`config.mk`:
```
export PLATFORM = sky130hd
export DESIGN_NAME = mul_scheduler
export DESIGN_NICKNAME = d
export VERILOG_FILES = /design/src/rtl/mul_sched_pkg.sv /design/src/rtl/mul_pipe.sv /design/src/rtl/mul_scheduler.sv
export SDC_FILE = /design/constraint.sdc
export NUM_CORES = 1
export LEC_CHECK = 0
export CAP_MARGIN = 20
export CORE_MARGIN = 10
export CORE_UTILIZATION = 40
export DETAILED_ROUTE_END_ITERATION = 8
export PLACE_DENSITY_LB_ADDON = 0.25
export SLEW_MARGIN = 30
export SYNTH_ARGS = -nofsm -noshare
export SYNTH_HDL_FRONTEND = slang
export SYNTH_SLANG_ARGS = --single-unit
```
`constraint.sdc`:
```
create_clock -name Wclk -period 10.9 [get_ports Wclk]
set_input_delay 1.09 -clock Wclk [delete_from_list [all_inputs] [get_ports Wclk]]
set_output_delay 1.09 -clock Wclk [all_outputs]
set_load 0.005 [all_outputs]
```
`src/rtl/mul_sched_pkg.sv`:
```
// Shared types and widths for the round-robin multiplier scheduler.
// Operands are 4-bit unsigned, products are a full 8 bits.
package mul_sched_pkg;

    localparam int OPW      = 4;
    localparam int PW       = 8;
    localparam int TAGW     = 3;
    localparam int NREQ_DEF = 4;

    typedef struct packed {
        logic            valid;
        logic [TAGW-1:0] tag;
        logic [PW-1:0]   prod;
    } stage_t;

    function automatic logic [PW-1:0] umul(
        input logic [OPW-1:0] a,
        input logic [OPW-1:0] b
    );
        return PW'(a) * PW'(b);
    endfunction

endpackage

```
`src/rtl/mul_pipe.sv`:
```
// Multiplier pipeline: product formed at capture, then carried with its
// tag through LAT holdable stages; the last stage is the visible output.
module mul_pipe
    import mul_sched_pkg::*;
#(
    parameter int LAT = 2,
    parameter int IDW = 2
) (
    input  logic           clk,
    input  logic           rst_n,
    input  logic           en_i,
    input  logic           vld_i,
    input  logic [IDW-1:0] tag_i,
    input  logic [OPW-1:0] a_i,
    input  logic [OPW-1:0] b_i,
    output stage_t         out_o,
    output logic           busy_o
);

    stage_t stage_q [LAT];
    stage_t stage_d [LAT];

    always_comb begin
        stage_d = stage_q;
        if (en_i) begin
            stage_d[0].valid = vld_i;
            stage_d[0].tag   = TAGW'(tag_i);
            stage_d[0].prod  = umul(a_i, b_i);
            for (int i = 1; i < LAT; i++) begin
                stage_d[i] = stage_q[i-1];
            end
        end
    end

    always_ff @(posedge clk or negedge rst_n) begin
        if (!rst_n) begin
            stage_q <= '{default: '0};
        end else begin
            stage_q <= stage_d;
        end
    end

    always_comb begin
        busy_o = 1'b0;
        for (int i = 0; i < LAT; i++) begin
            busy_o = busy_o | stage_q[i].valid;
        end
    end

    assign out_o = stage_q[LAT-1];

endmodule

```
`src/rtl/mul_scheduler.sv`:
```
// Round-robin arbiter feeding one shared pipelined multiplier and
// pushing {tag, product} into the write FIFO, stalling on Wfull_i.
module mul_scheduler
    import mul_sched_pkg::*;
#(
    parameter  int NREQ = NREQ_DEF,
    parameter  int LAT  = 2,
    localparam int IDW  = $clog2(NREQ)
) (
    input  logic                      Wclk,
    input  logic                      Wrst_n,
    input  logic [NREQ-1:0]           req_i,
    input  logic [NREQ-1:0][OPW-1:0]  a_i,
    input  logic [NREQ-1:0][OPW-1:0]  b_i,
    output logic [NREQ-1:0]           gnt_o,
    input  logic                      Wfull_i,
    output logic                      Winc_o,
    output logic [IDW+PW-1:0]         Wdata_o,
    output logic                      busy_o
);

    logic [IDW-1:0] ptr_q;
    logic [IDW-1:0] ptr_d;
    logic [IDW-1:0] win;
    logic [IDW-1:0] idx;
    logic           found;
    logic           stall;
    logic           issue;
    stage_t         out_st;
    logic           unused_tag;

    always_comb begin
        win   = '0;
        idx   = '0;
        found = 1'b0;
        for (int i = 0; i < NREQ; i++) begin
            idx = IDW'((int'(ptr_q) + i) % NREQ);
            if (!found && req_i[idx]) begin
                found = 1'b1;
                win   = idx;
            end
        end
    end

    // Grants are masked during reset so gnt_o clears immediately.
    assign stall = out_st.valid & Wfull_i;
    assign issue = found & ~stall & Wrst_n;

    always_comb begin
        gnt_o = '0;
        if (issue) begin
            gnt_o[win] = 1'b1;
        end
    end

    always_comb begin
        ptr_d = ptr_q;
        if (issue) begin
            ptr_d = IDW'((int'(win) + 1) % NREQ);
        end
    end

    always_ff @(posedge Wclk or negedge Wrst_n) begin
        if (!Wrst_n) begin
            ptr_q <= '0;
        end else begin
            ptr_q <= ptr_d;
        end
    end

    mul_pipe #(
        .LAT (LAT),
        .IDW (IDW)
    ) u_pipe (
        .clk    (Wclk),
        .rst_n  (Wrst_n),
        .en_i   (~stall),
        .vld_i  (issue),
        .tag_i  (win),
        .a_i    (a_i[win]),
        .b_i    (b_i[win]),
        .out_o  (out_st),
        .busy_o (busy_o)
    );

    assign Winc_o     = out_st.valid & ~Wfull_i;
    assign Wdata_o    = {out_st.tag[IDW-1:0], out_st.prod};
    assign unused_tag = ^out_st.tag;

endmodule
```
Word level (Yosys, flattened, before mapping). Cells that the tools add are included.

Flip-flop bits (word level): 24. Output and inout bits: 16. Word-level logic and storage cells: 55.

Add/subtract/negate cells: 4. Multipliers: 1. Magnitude comparators: 6. Muxes and demuxes: 23. Bitwise operators: 7. Reductions and logical operators: 7.

Operator list (number): $bmux W4 S2 (2); $lt A2 B3 Y1 const B (5); $mux W4 (3); $mux W1 (9); $bmux W1 S2 (4); $mul A4 B4 Y8 (1); $mux W2 (4); $add A2 B1 Y2 const B (2); $add A2 B2 Y2 const B (2); $and A1 B1 Y1 (4); $logic_and A1 B1 Y1 (4); $logic_not A1 Y1 (3); $demux W1 S2 (1); $ge A2 B1 Y1 const B (1); $not A1 Y1 (2); $or A1 B1 Y1 (1).

Depth between registers and ports, before layout. Gate-level depths: netlist of the first run.

Word-level depth: 17. Mapped depth: 19.

Hierarchy. From an unflattened synthesis of the first run, not the netlist that was laid out.

Cells, all modules: 175. Area, all modules: 1886.8 µm².

Modules (own cells, without submodules): mul_pipe (instances 1, cells each 119, area an instance 1373.8 µm², seq. area each 550.5 µm²); mul_scheduler (instances 1, cells each 56, area an instance 513.0 µm², seq. area each 50.0 µm²).

Worst setup path after synthesis of the first run. No wires, ideal clock.

Kind: input port to flip-flop. Start: in req_i[0]. End: reg u_pipe.stage_q[19] (netlist bit). Setup time: 134 ps. Arrival time: 4595 ps. Required time: 10766 ps. Setup slack: 6171 ps. Cell stages on the path: 16. Buffers on the path: 0. Cell sequence: and2b_1 -> a21oi_1 -> o22ai_1 -> a21oi_2 -> mux2_2 -> or2_1 -> fa_1 -> fa_1 -> inv_1 -> ha_1 -> a21o_1 -> a21oi_1 -> o21bai_1 -> a21oi_1 -> xor2_1 -> o21ai_0.

Word-level cells in the longest chain between the ends: 15. Elaborated cells on any way between the ends: 26. Classes of those cells: mul (1); mux (19); reduce/logical (6).

RTL lines: from (decl) (RTL line mul_scheduler.sv:12) `input logic [NREQ-1:0] req_i,`; $bmux W1 S2 (RTL line mul_scheduler.sv:38) `if (!found && req_i[idx]) begin`; $mux W1 (implied by the code) (RTL line mul_scheduler.sv:38); $mux W1 (RTL line mul_scheduler.sv:38); $logic_not A1 Y1 (RTL line mul_scheduler.sv:38); $logic_and A1 B1 Y1 (RTL line mul_scheduler.sv:38); $mux W1 (RTL line mul_scheduler.sv:38); $logic_not A1 Y1 (RTL line mul_scheduler.sv:38); $logic_and A1 B1 Y1 (RTL line mul_scheduler.sv:38); $mux W1 (RTL line mul_scheduler.sv:38); $logic_not A1 Y1 (RTL line mul_scheduler.sv:38); $logic_and A1 B1 Y1 (RTL line mul_scheduler.sv:38); $mux W2 (*) (RTL line mul_scheduler.sv:38); named net u_pipe.tag_i[0] (RTL line mul_pipe.sv:13) `input logic [IDW-1:0] tag_i,`; $bmux W4 S2 (on tied branches) (RTL line mul_scheduler.sv:80, mul_scheduler.sv:81); $mux W4 (on tied branches) (RTL line mul_scheduler.sv:80, mul_scheduler.sv:81); $mul A4 B4 Y8 (*) (RTL line mul_sched_pkg.sv:20) `return PW'(a) * PW'(b);`; to (signal assigned) (RTL line mul_pipe.sv:39) `stage_q <= stage_d;`; to (decl) (RTL line mul_pipe.sv:20) `stage_t stage_q [LAT];`.

Mark *: on every way through the listed nets, which the timed path passes. The rest lies on a longest branch. The select of a mux whose other input is x is not followed. A chain may end at the register's enable or synchronous reset.

Worst setup path in the final report of the first run. Same ends and word-level chain as after synthesis.

==> results of run 1 <==
-- state kept, by name (all words and copies together), names as in the netlist --
register and flops:
u_pipe.out_o 11, ptr_q 2, u_pipe.stage_q 11
-- power by group through the flow --
| stage | Combinational (mW) | Sequential, mW | Clock (mW) |
|---|---|---|---|
| finish | 0.323 | 0.150 | 0.0587 |
| global route | 0.373 | 0.156 | 0.0644 |
| CTS | 0.330 | 0.150 | 0.0601 |
| global placement | 0.320 | 0.150 | 0 |
| detailed placement | 0.324 | 0.152 | 0 |
| floorplan | 0.256 | 0.146 | 0 |
-- worst max-delay path: stages --
cell and delay, ns:
clkdlybuf4s50_1 0.46, and2b_1 0.19, a21oi_1 0.13, o22ai_1 0.11
a21oi_2 0.47, mux2_2 0.44, or2_1 0.27, fa_1 0.50
fa_1 0.51, inv_1 0.07, ha_1 0.29, a21o_1 0.15
a21oi_1 0.21, o21bai_1 0.09, a21oi_1 0.17, xor2_1 0.14
o21ai_0 0.08
-- layout make-up --
cell class	instances	area (µm²)	area share, %
clock buffers	4	55.05	2.335
inverters	10	37.54	1.592
multi-input cells	147	1044	44.27
flip-flops and latches	24	600.6	25.48
well taps	52	65.06	2.760
repair buffers	56	555.5	23.57
-- metrics by stage --
| stage | std cells | util (%) | total power [mW] |
|---|---|---|---|
| floorplan | 197 | - | 0.4020 |
| detailed placement | 289 | 52.87 | 0.4754 |
| global placement | 289 | 52.87 | 0.4701 |
| finish | 293 | 54.14 | 0.5311 |
| CTS | 293 | 54.14 | 0.5398 |
| global route | 293 | 54.14 | 0.5927 |
-- worst max-delay path by stage --
stage / endpoint / slack, ns / from
3_5_place_dp: u_pipe.stage_q[19] / 5.35 / req_i[0]
4_1_cts: u_pipe.stage_q[19] / 5.63 / req_i[0]
5_1_grt: u_pipe.stage_q[19] / 5.26 / req_i[0]
6_report: u_pipe.stage_q[19] / 5.65 / req_i[0]
3_3_place_gp: u_pipe.stage_q[19] / 5.48 / req_i[1]
2_1_floorplan: u_pipe.stage_q[19] / 6.17 / req_i[0]
-- placed cells by master, fill, tap and decap left out, drive strengths merged, types with 3 or more instances in the layout --
master	count
a21o	3
a21oi	7
and2	5
clkbuf	4
clkdlybuf4s50	54
dfrtp	24
fa	4
ha	16
inv	10
mux2	9
mux2i	16
nand2	47
nor2	16
o21ai	5
or2	5
-- metal layers --
layer,vias to the layer above,GRT usage [%]
met4,0,3.478
met3,4,4.869
li1,727,-
met2,41,16.99
met1,621,12.58
met5,-,0
-- cell families after synthesis --
group,Yosys count,synth area share (%)
AO/OA/AOI/OAI,21,7.633
XOR/XNOR,4,1.943
AND/OR/NAND/NOR,77,18.04
multiplexers,25,14.71
flip-flops,24,33.31
buffers and inverters,26,8.813
adder cells (fa/ha/maj),20,15.54
==> reports/metrics.yaml, run 1 <==
hold_path:
  worstHoldEndpoint: "u_pipe.out_o[6]"
  hold_path_class: "flip-flop to flip-flop"
  hp-start: "u_pipe.out_o[6]"
  whs_path_depth: 2
pwr:
  p_switching_mw: 0.2061
  clkPwrFrac_pct: 11.1
  share_seq_of_total_power_pct: 28.2
  p_per_area_nw_per_um2: 225.3
  swShare_pct: 38.81
  p_leak_nw: 1.148
  cellInternalPower_mw: 0.3250
  vdd_drop_max_v: 0.00009944
  power_frac_comb_pct: 60.8
floorplan:
  core_area_um2: 4354
  io_pins: 55
  initial_core_util_pct: 41.41
  rows: 24
  dieWidth_um: 87.14
  dieArea_um2: 7593
  die_h_um: 87.14
clock_network:
  path_clk_slew_ns: 0.08
  cts-root-buf: "clkbuf_8"
  tritoncts: "built"
  ctsResizeCount: 0
  clkSinkCount: 24
  clock_latency_ns: 0.26
  post-cts-setup-buffer-count: 0
  postCtsHoldBufs: 0
  clk_path_buf_depth: 2
  htree_levels: 1
  cts_buffers: 3
drt:
  wl_per_cell_um: 13.07
  dr_wl_met2_um: 1705
  wl_met1_um: 1648
  dr.pass1.iters: 4
  dr_wl_met3_um: 420
  dr_total_vias: 1393
  viasPerCell: 4.754
  wl_um: 3829
  highest_layer: "met4"
  drc: 0
  drtIter0Drc: 56
  ant_nets: 0
setup_path:
  reg2reg_depth: 16
  critPathLaunchType: "primary input"
  r2r_slack_ns: 6.54
  worstReg2RegStart: "ptr_q[0]"
  critPathKind: "primary input to flip-flop"
  worstReg2RegEnd: "u_pipe.stage_q[19]"
  worstPathMaxFanout: 11
  worstPathArrival_ns: 5.39
  end_kind: "flip-flop"
  required_ns: 11.04
placement:
  place_ws_ns: 5.348
  dp_hpwl_um: 3172
  post_dp_cell_area_um2: 2302
  io_buffers: 54
  gp_congestion: 0.7418
grt:
  first_global_vias: 1498
  overflow: 0
  grt_pass1_wl_um: 6720
  grt_max_degree: 27
  grt_use_total_pct: 10.72
  antenna_found_initial: 0
timing:
  finalHoldViolations: 0
  setup_viol: 0
  max_freq_mhz: 190.4
  slew_headroom_pct: 59.37
  maxSlewViolCount: 0
  finalCriticalPeriod_ns: 5.252
  tightest_slew_ns: 0.6095
  timing.final.crit_share_pct: 48.19
  fin_tns_setup_ns: 0
  rsz0062_at_grt: "no"
  holdWs_ns: 0.4654
  finalClockSkew_ns: 0.002156
  fin_ws_ns: 5.648
cells_and_area:
  diodes: 0
  layout.nets: 301
  fill_cells: 410
  syn_to_final_growth_pct: 30.74
  drive_gt1_share_pct: 7.884
  design_area_um2: 2357
logic_synthesis:
  synth_fp_nets: 256
  synth_enable_flop_cells: 0
  synth_top_area_share_pct: 33.31
  netlist_top_cells_area: "dfrtp_1 (33%), ha_1 (11%), nand2_1 (9.8%)"
  synth_top_area_cell: "dfrtp_1"
  ys.flop_type: "dfrtp_1"
  synthTopCellsByCount: "nand2_1 (47), dfrtp_1 (24), ha_1 (16), mux2i_1 (16), nor2_1 (16)"
  synth.cell_area_um2: 1803
  yosys_warnings: 0
  yosysSeqAreaShare_pct: 33.31
  ys_ff_latch: 24
  synth_async_sr_flop_share_pct: 100.0
  yosysMostFrequentCell: "nand2_1"
  synth_cells: 197
  synth_cell_types: 32
  syn_area_per_cell_um2: 9.152
status:
  status: "finished clean"
flow_run:
  cap_violations: 0
(Power assumes the default switching activity.)
==> inputs of run 2 (changes only) <==
- clock period: 10.9 -> 5.3 ns (I/O delays scaled with it)
==> run 2 against run 1 <==
- utilization grew 0.37 points
- clock-buffer cell count shrank 1
- power grew 110%
- clock power grew to 2.7 times the previous value
- hold slack gained 0.0015 ns
- largest power group unchanged
- highest routed layer unchanged
==> reports/metrics.yaml, run 2 (synthesized netlist as in run 1, its figures left out) <==
setup_path:
  required_ns: 5.44  # -5.60 ns
  critPathLaunchType: "primary input"
  startpoint: "req_i[0]"
  reg2reg_depth: 16  # unchanged
  end_kind: "flip-flop"
  worstReg2RegEnd: "u_pipe.stage_q[19]"
  worstPathArrival_ns: 4.86  # -0.53 ns
  worstReg2RegStart: "ptr_q[0]"
  r2r_slack_ns: 0.90  # -5.64 ns
  critPathKind: "primary input to flip-flop"
  worstPathMaxFanout: 11  # unchanged
cells_and_area:
  drive_gt1_share_pct: 7.884  # unchanged
  fin_cells: 293  # unchanged
  multiInputGateArea_um2: 1044  # unchanged
  fill_cells: 405  # -1.2%
  design_area_um2: 2374  # +0.69%
  layout_common_cells: "clkdlybuf4s50_1 (54), nand2_1 (47), dfrtp_1 (24)"
  seq_area_um2: 600.6  # unchanged
  diodes: 0  # unchanged
  layout.nets: 301  # unchanged
  syn_to_final_growth_pct: 31.64
  final_common_cell: "clkdlybuf4s50_1"
  utilization_pct: 54.51  # +0.37 points
placement:
  dp_hpwl_um: 3182  # +0.31%
  gp_congestion: 0.7418  # unchanged
  post_dp_cell_area_um2: 2302  # unchanged
  place_ws_ns: 0.2733  # -5.074 ns
  io_buffers: 54  # unchanged
  dpl.cell_count: 289  # unchanged
status:
  status: "finished clean"
timing:
  timing.final.crit_share_pct: 89.06
  maxSlewViolCount: 0  # unchanged
  rsz0062_at_grt: "no"
  finalCriticalPeriod_ns: 4.720
  max_freq_mhz: 211.9
  finalHoldViolations: 0  # unchanged
  holdWs_ns: 0.4668  # +0.001452 ns
  tightest_slew_ns: 0.6213  # +0.01185 ns
  fin_ws_ns: 0.5800  # -5.068 ns
  finalClockSkew_ns: 0.004742  # +0.002585 ns
  slew_headroom_pct: 58.58  # -0.79 points
  fin_tns_setup_ns: 0  # unchanged
  setup_viol: 0  # unchanged
drt:
  wl_um: 3815  # -0.37%
  viasPerCell: 4.805  # +1.1%
  drtIter0Drc: 79  # +41%
  wl_per_cell_um: 13.02  # -0.37%
  dr.pass1.iters: 4  # unchanged
  dr_total_vias: 1408  # +1.1%
  drc: 0  # unchanged
  ant_nets: 0  # unchanged
clock_network:
  postCtsHoldBufs: 0  # unchanged
  tritoncts: "built"
  clk_path_buf_depth: 2  # unchanged
  path_clk_slew_ns: 0.08  # about the same
  clkSinkCount: 24  # unchanged
  htree_levels: 1  # unchanged
  clock_latency_ns: 0.26  # about the same
  post-cts-setup-buffer-count: 0  # unchanged
  cts-root-buf: "clkbuf_8"
  cts_buffers: 3  # unchanged
  ctsResizeCount: 0  # unchanged
hold_path:
  hold_path_class: "flip-flop to flip-flop"
  whs_path_depth: 2  # unchanged
  worstHoldEndpoint: "u_pipe.out_o[6]"
  hp-start: "u_pipe.out_o[6]"
floorplan:
  dieArea_um2: 7593  # unchanged
  io_pins: 55  # unchanged
  rows: 24  # unchanged
  initial_core_util_pct: 41.41  # unchanged
  dieWidth_um: 87.14  # unchanged
  core_area_um2: 4354  # unchanged
  die_h_um: 87.14  # unchanged
pwr:
  p_leak_nw: 1.155  # +0.60%
  p_switching_mw: 0.4229  # +110%
  clkPwrFrac_pct: 13.9  # +2.8 points
  power_frac_comb_pct: 58.8  # -2.0 points
  swShare_pct: 37.56  # -1.3 points
  p_total_mw: 1.126  # +110%
  p_per_area_nw_per_um2: 474.3  # +110%
  share_seq_of_total_power_pct: 27.3  # -0.9 points
  vdd_drop_max_v: 0.0001876  # +89%
  cellInternalPower_mw: 0.7029  # +120%
grt:
  first_global_vias: 1456  # -2.8%
  grt_max_degree: 27  # unchanged
  grt_use_total_pct: 10.43  # -0.29 points
  use_met2_pct: 16.46  # -0.53 points
  met3_usage_pct: 4.401  # -0.47 points
  overflow: 0  # unchanged
  antenna_found_initial: 0  # unchanged
  busiest_layer: "met2"
  grtUsageMet1_pct: 12.47  # -0.11 points
  grt_pass1_wl_um: 6589  # -1.9%
flow_run:
  cap_violations: 0  # unchanged
==> run 2: changes by cell type in the layout (fill, tap and decap cells not counted) <==
| cell | delta |
|---|---|
| bufinv_16 | +1 |
| clkbuf_8 | -1 |
==> run 2: layout make-up <==
type | count | area share [%]
multi-input combinational | 147 | 43.96
inverter | 10 | 1.581
sequential | 24 | 25.30
timing repair buffer | 56 | 23.41
clock buffer | 3 | 1.740
clock inverter | 1 | 1.265
tap | 52 | 2.741
==> run 2: critical path: stages <==
cell	delay, ns
clkdlybuf4s50_1	0.46
and2b_1	0.19
a21oi_1	0.13
o22ai_1	0.11
a21oi_2	0.48
mux2_2	0.44
or2_1	0.27
fa_1	0.50
fa_1	0.51
inv_1	0.06
ha_1	0.29
a21o_1	0.15
a21oi_1	0.22
o21bai_1	0.09
a21oi_1	0.17
xor2_1	0.16
o21ai_0	0.08
==> run 2: worst max-delay path by stage <==
| stage | end | slack [ns] | depth (start not counted) |
|---|---|---|---|
| 2_1_floorplan | u_pipe.stage_q[19] | 1.13 | 16 |
| 3_3_place_gp | u_pipe.stage_q[19] | 0.44 | 17 |
| 3_5_place_dp | u_pipe.stage_q[19] | 0.27 | 17 |
| 4_1_cts | u_pipe.stage_q[19] | 0.55 | 17 |
| 5_1_grt | u_pipe.stage_q[19] | 0.23 | 17 |
| 6_report | u_pipe.stage_q[19] | 0.58 | 17 |
==> run 2: power groups by stage <==
stage / registers (mW) / clock network [mW] / logic, mW
floorplan: 0.301 / 0 / 0.526
global placement: 0.309 / 0 / 0.658
detailed placement: 0.312 / 0 / 0.666
CTS: 0.309 / 0.159 / 0.676
global route: 0.319 / 0.170 / 0.774
finish: 0.307 / 0.157 / 0.662
==> run 2: layer usage <==
layer	part of all wire (%)	wire length (µm)
met2	44	1684
met3	10	392
met5	0	0
met1	44	1683
met4	1.4	55
==> inputs of run 3 (changes only) <==
- CORE_MARGIN: 10 -> 2
- MAX_ROUTING_LAYER: default -> met4
==> run 3 against run 2 <==
- non-clock buffer count is the same
- flip-flop and latch count is the same
- sequential power is essentially flat
- critical endpoint unchanged
- largest cell class unchanged
==> reports/metrics.yaml, run 3 (synthesized netlist as in run 1, its figures left out) <==
setup_path:
  required_ns: 5.44  # about the same
  end_kind: "flip-flop"
  r2r_slack_ns: 0.97  # +0.07 ns
  reg2reg_depth: 16  # unchanged
  critPathLaunchType: "primary input"
  critPathSlowestCell: "fa_1"
  worstReg2RegEnd: "u_pipe.stage_q[19]"
  worstReg2RegStart: "ptr_q[1]"
  crit_chain: "clkdlybuf4s50_1, a21o_1, a21oi_1, o22a_2, mux2i_1, mux2_2, or2_1, fa_1, fa_1, inv_1, ha_1, a21o_1, a21oi_1, o21bai_1, a21oi_1, xor2_1, o21ai_0"
  critPathKind: "primary input to flip-flop"
  crit_top_cell: "a21oi_1"
  worstPathArrival_ns: 4.80  # -0.06 ns
  worstPathMaxFanout: 19  # +8
  slowest_delay_ns: 0.51  # about the same
timing:
  tightest_slew_ns: 0.5805  # -0.04083 ns
  setup_viol: 0  # unchanged
  finalClockSkew_ns: 0.005383  # +0.0006415 ns
  rsz0062_at_grt: "no"
  fin_tns_setup_ns: 0  # unchanged
  maxSlewViolCount: 0  # unchanged
  max_freq_mhz: 214.7  # +1.3%
  slew_headroom_pct: 61.30  # +2.7 points
  timing.final.crit_share_pct: 87.88  # -1.2 points
  finalCriticalPeriod_ns: 4.658  # -0.06234 ns
  finalHoldViolations: 0  # unchanged
grt:
  first_global_vias: 1412  # -3.0%
  overflow: 0  # unchanged
  grt_max_degree: 27  # unchanged
  grt_pass1_wl_um: 5996  # -9.0%
  grt_use_total_pct: 15.02  # +4.6 points
  antenna_found_initial: 0  # unchanged
floorplan:
  core_area_um2: 4354  # unchanged
  dieWidth_um: 71.14  # -18%
  rows: 24  # unchanged
  dieArea_um2: 5060  # -33%
  initial_core_util_pct: 41.41  # unchanged
  io_pins: 55  # unchanged
  die_h_um: 71.14  # -18%
clock_network:
  postCtsHoldBufs: 0  # unchanged
  cts-root-buf: "clkbuf_8"
  clkSinkCount: 24  # unchanged
  clk_path_buf_depth: 2  # unchanged
  htree_levels: 1  # unchanged
  path_clk_slew_ns: 0.08  # about the same
  post-cts-setup-buffer-count: 0  # unchanged
  cts_buffers: 3  # unchanged
  clock_latency_ns: 0.26  # about the same
  tritoncts: "built"
  ctsResizeCount: 0  # unchanged
cells_and_area:
  fin_cells: 292  # -0.34%
  layout.nets: 301  # unchanged
  layout_common_cells: "clkdlybuf4s50_1 (54), nand2_1 (47), dfrtp_1 (24)"
  diodes: 0  # unchanged
  syn_to_final_growth_pct: 29.98
  seq_area_um2: 600.6  # unchanged
  fill_cells: 399  # -1.5%
  final_common_cell: "clkdlybuf4s50_1"
  drive_gt1_share_pct: 7.500  # -0.38 points
  multiInputGateArea_um2: 1044  # unchanged
pwr:
  p_leak_nw: 1.141  # -1.2%
  p_per_area_nw_per_um2: 458.5  # -3.3%
  vdd_drop_max_v: 0.0001550  # -17%
hold_path:
  hp-start: "u_pipe.out_o[8]"
  worstHoldEndpoint: "u_pipe.out_o[8]"
  hold_path_class: "flip-flop to flip-flop"
  whs_path_depth: 2  # unchanged
placement:
  gp_congestion: 0.7490  # +0.97%
  io_buffers: 54  # unchanged
  dp_hpwl_um: 2690  # -15%
  dpl.cell_count: 289  # unchanged
flow_run:
  cap_violations: 0  # unchanged
drt:
  drc: 0  # unchanged
  wl_um: 3327  # -13%
  dr_total_vias: 1393  # -1.1%
  ant_nets: 0  # unchanged
  wl_per_cell_um: 11.39  # -12%
  viasPerCell: 4.771  # -0.73%
  dr.pass1.iters: 4  # unchanged
  drtIter0Drc: 86  # +8.9%
status:
  status: "finished clean"
-- run 3: where the power goes --
group | total [mW] | leakage [nW] | internal, mW | switching [mW]
Clock | 0.103 | 0.0216 | 0.0507 | 0.0522
Combinational | 0.665 | 0.824 | 0.338 | 0.327
Sequential | 0.306 | 0.296 | 0.264 | 0.0423
Total | 1.07 | 1.14 | 0.653 | 0.421
-- run 3: worst max-delay path by stage --
stage | to | slack [ns] | from
2_1_floorplan | u_pipe.stage_q[19] | 1.13 | req_i[0]
3_3_place_gp | u_pipe.stage_q[19] | 0.45 | req_i[1]
3_5_place_dp | u_pipe.stage_q[19] | 0.32 | req_i[0]
4_1_cts | u_pipe.stage_q[19] | 0.60 | req_i[0]
5_1_grt | u_pipe.stage_q[18] | 0.30 | req_i[1]
6_report | u_pipe.stage_q[19] | 0.64 | req_i[1]
-- run 3: layout make-up --
class	instances	area share, %
Multi-Input combinational cell	147	44.53
Clock buffer	3	1.762
Timing Repair Buffer	56	23.71
Tap cell	52	2.776
Sequential cell	24	25.63
Inverter	10	1.602
-- run 3: worst max-delay path, delay by kind of cell --
family                   cells  cell delay (ns)
AND/OR/NAND/NOR              1             0.25
buffers and inverters        2             0.55
XOR/XNOR                     1             0.16
multiplexers                 2             0.50
AO/OA/AOI/OAI                8             1.51
adder cells (fa/ha/maj)      3             1.29
-- run 3: per-layer routing --
layer	GRT usage (%)	vias to the layer above	wire (µm)
met3	1.425	5	124
li1	-	725	-
met1	19.53	619	1586
met2	24.71	44	1564
met4	5.031	0	51
met5	-	-	0
-- run 3: metrics by stage --
stage / power [mW] / utilization [%] / hold WS, ns / worst slack [ns] / instance area, µm²
finish: 1.074 / 53.82 / 0.4654 / 0.6423 / 2344
global route: 1.207 / 53.82 / 0.4928 / 0.2998 / 2344
CTS: 1.091 / 53.82 / 0.4732 / 0.5981 / 2344
detailed placement: 0.9798 / 52.87 / 0.4551 / 0.3216 / 2302
global placement: 0.9613 / 52.87 / 0.4486 / 0.4500 / 2302
floorplan: 0.8268 / - / 0.2344 / 1.131 / 1803
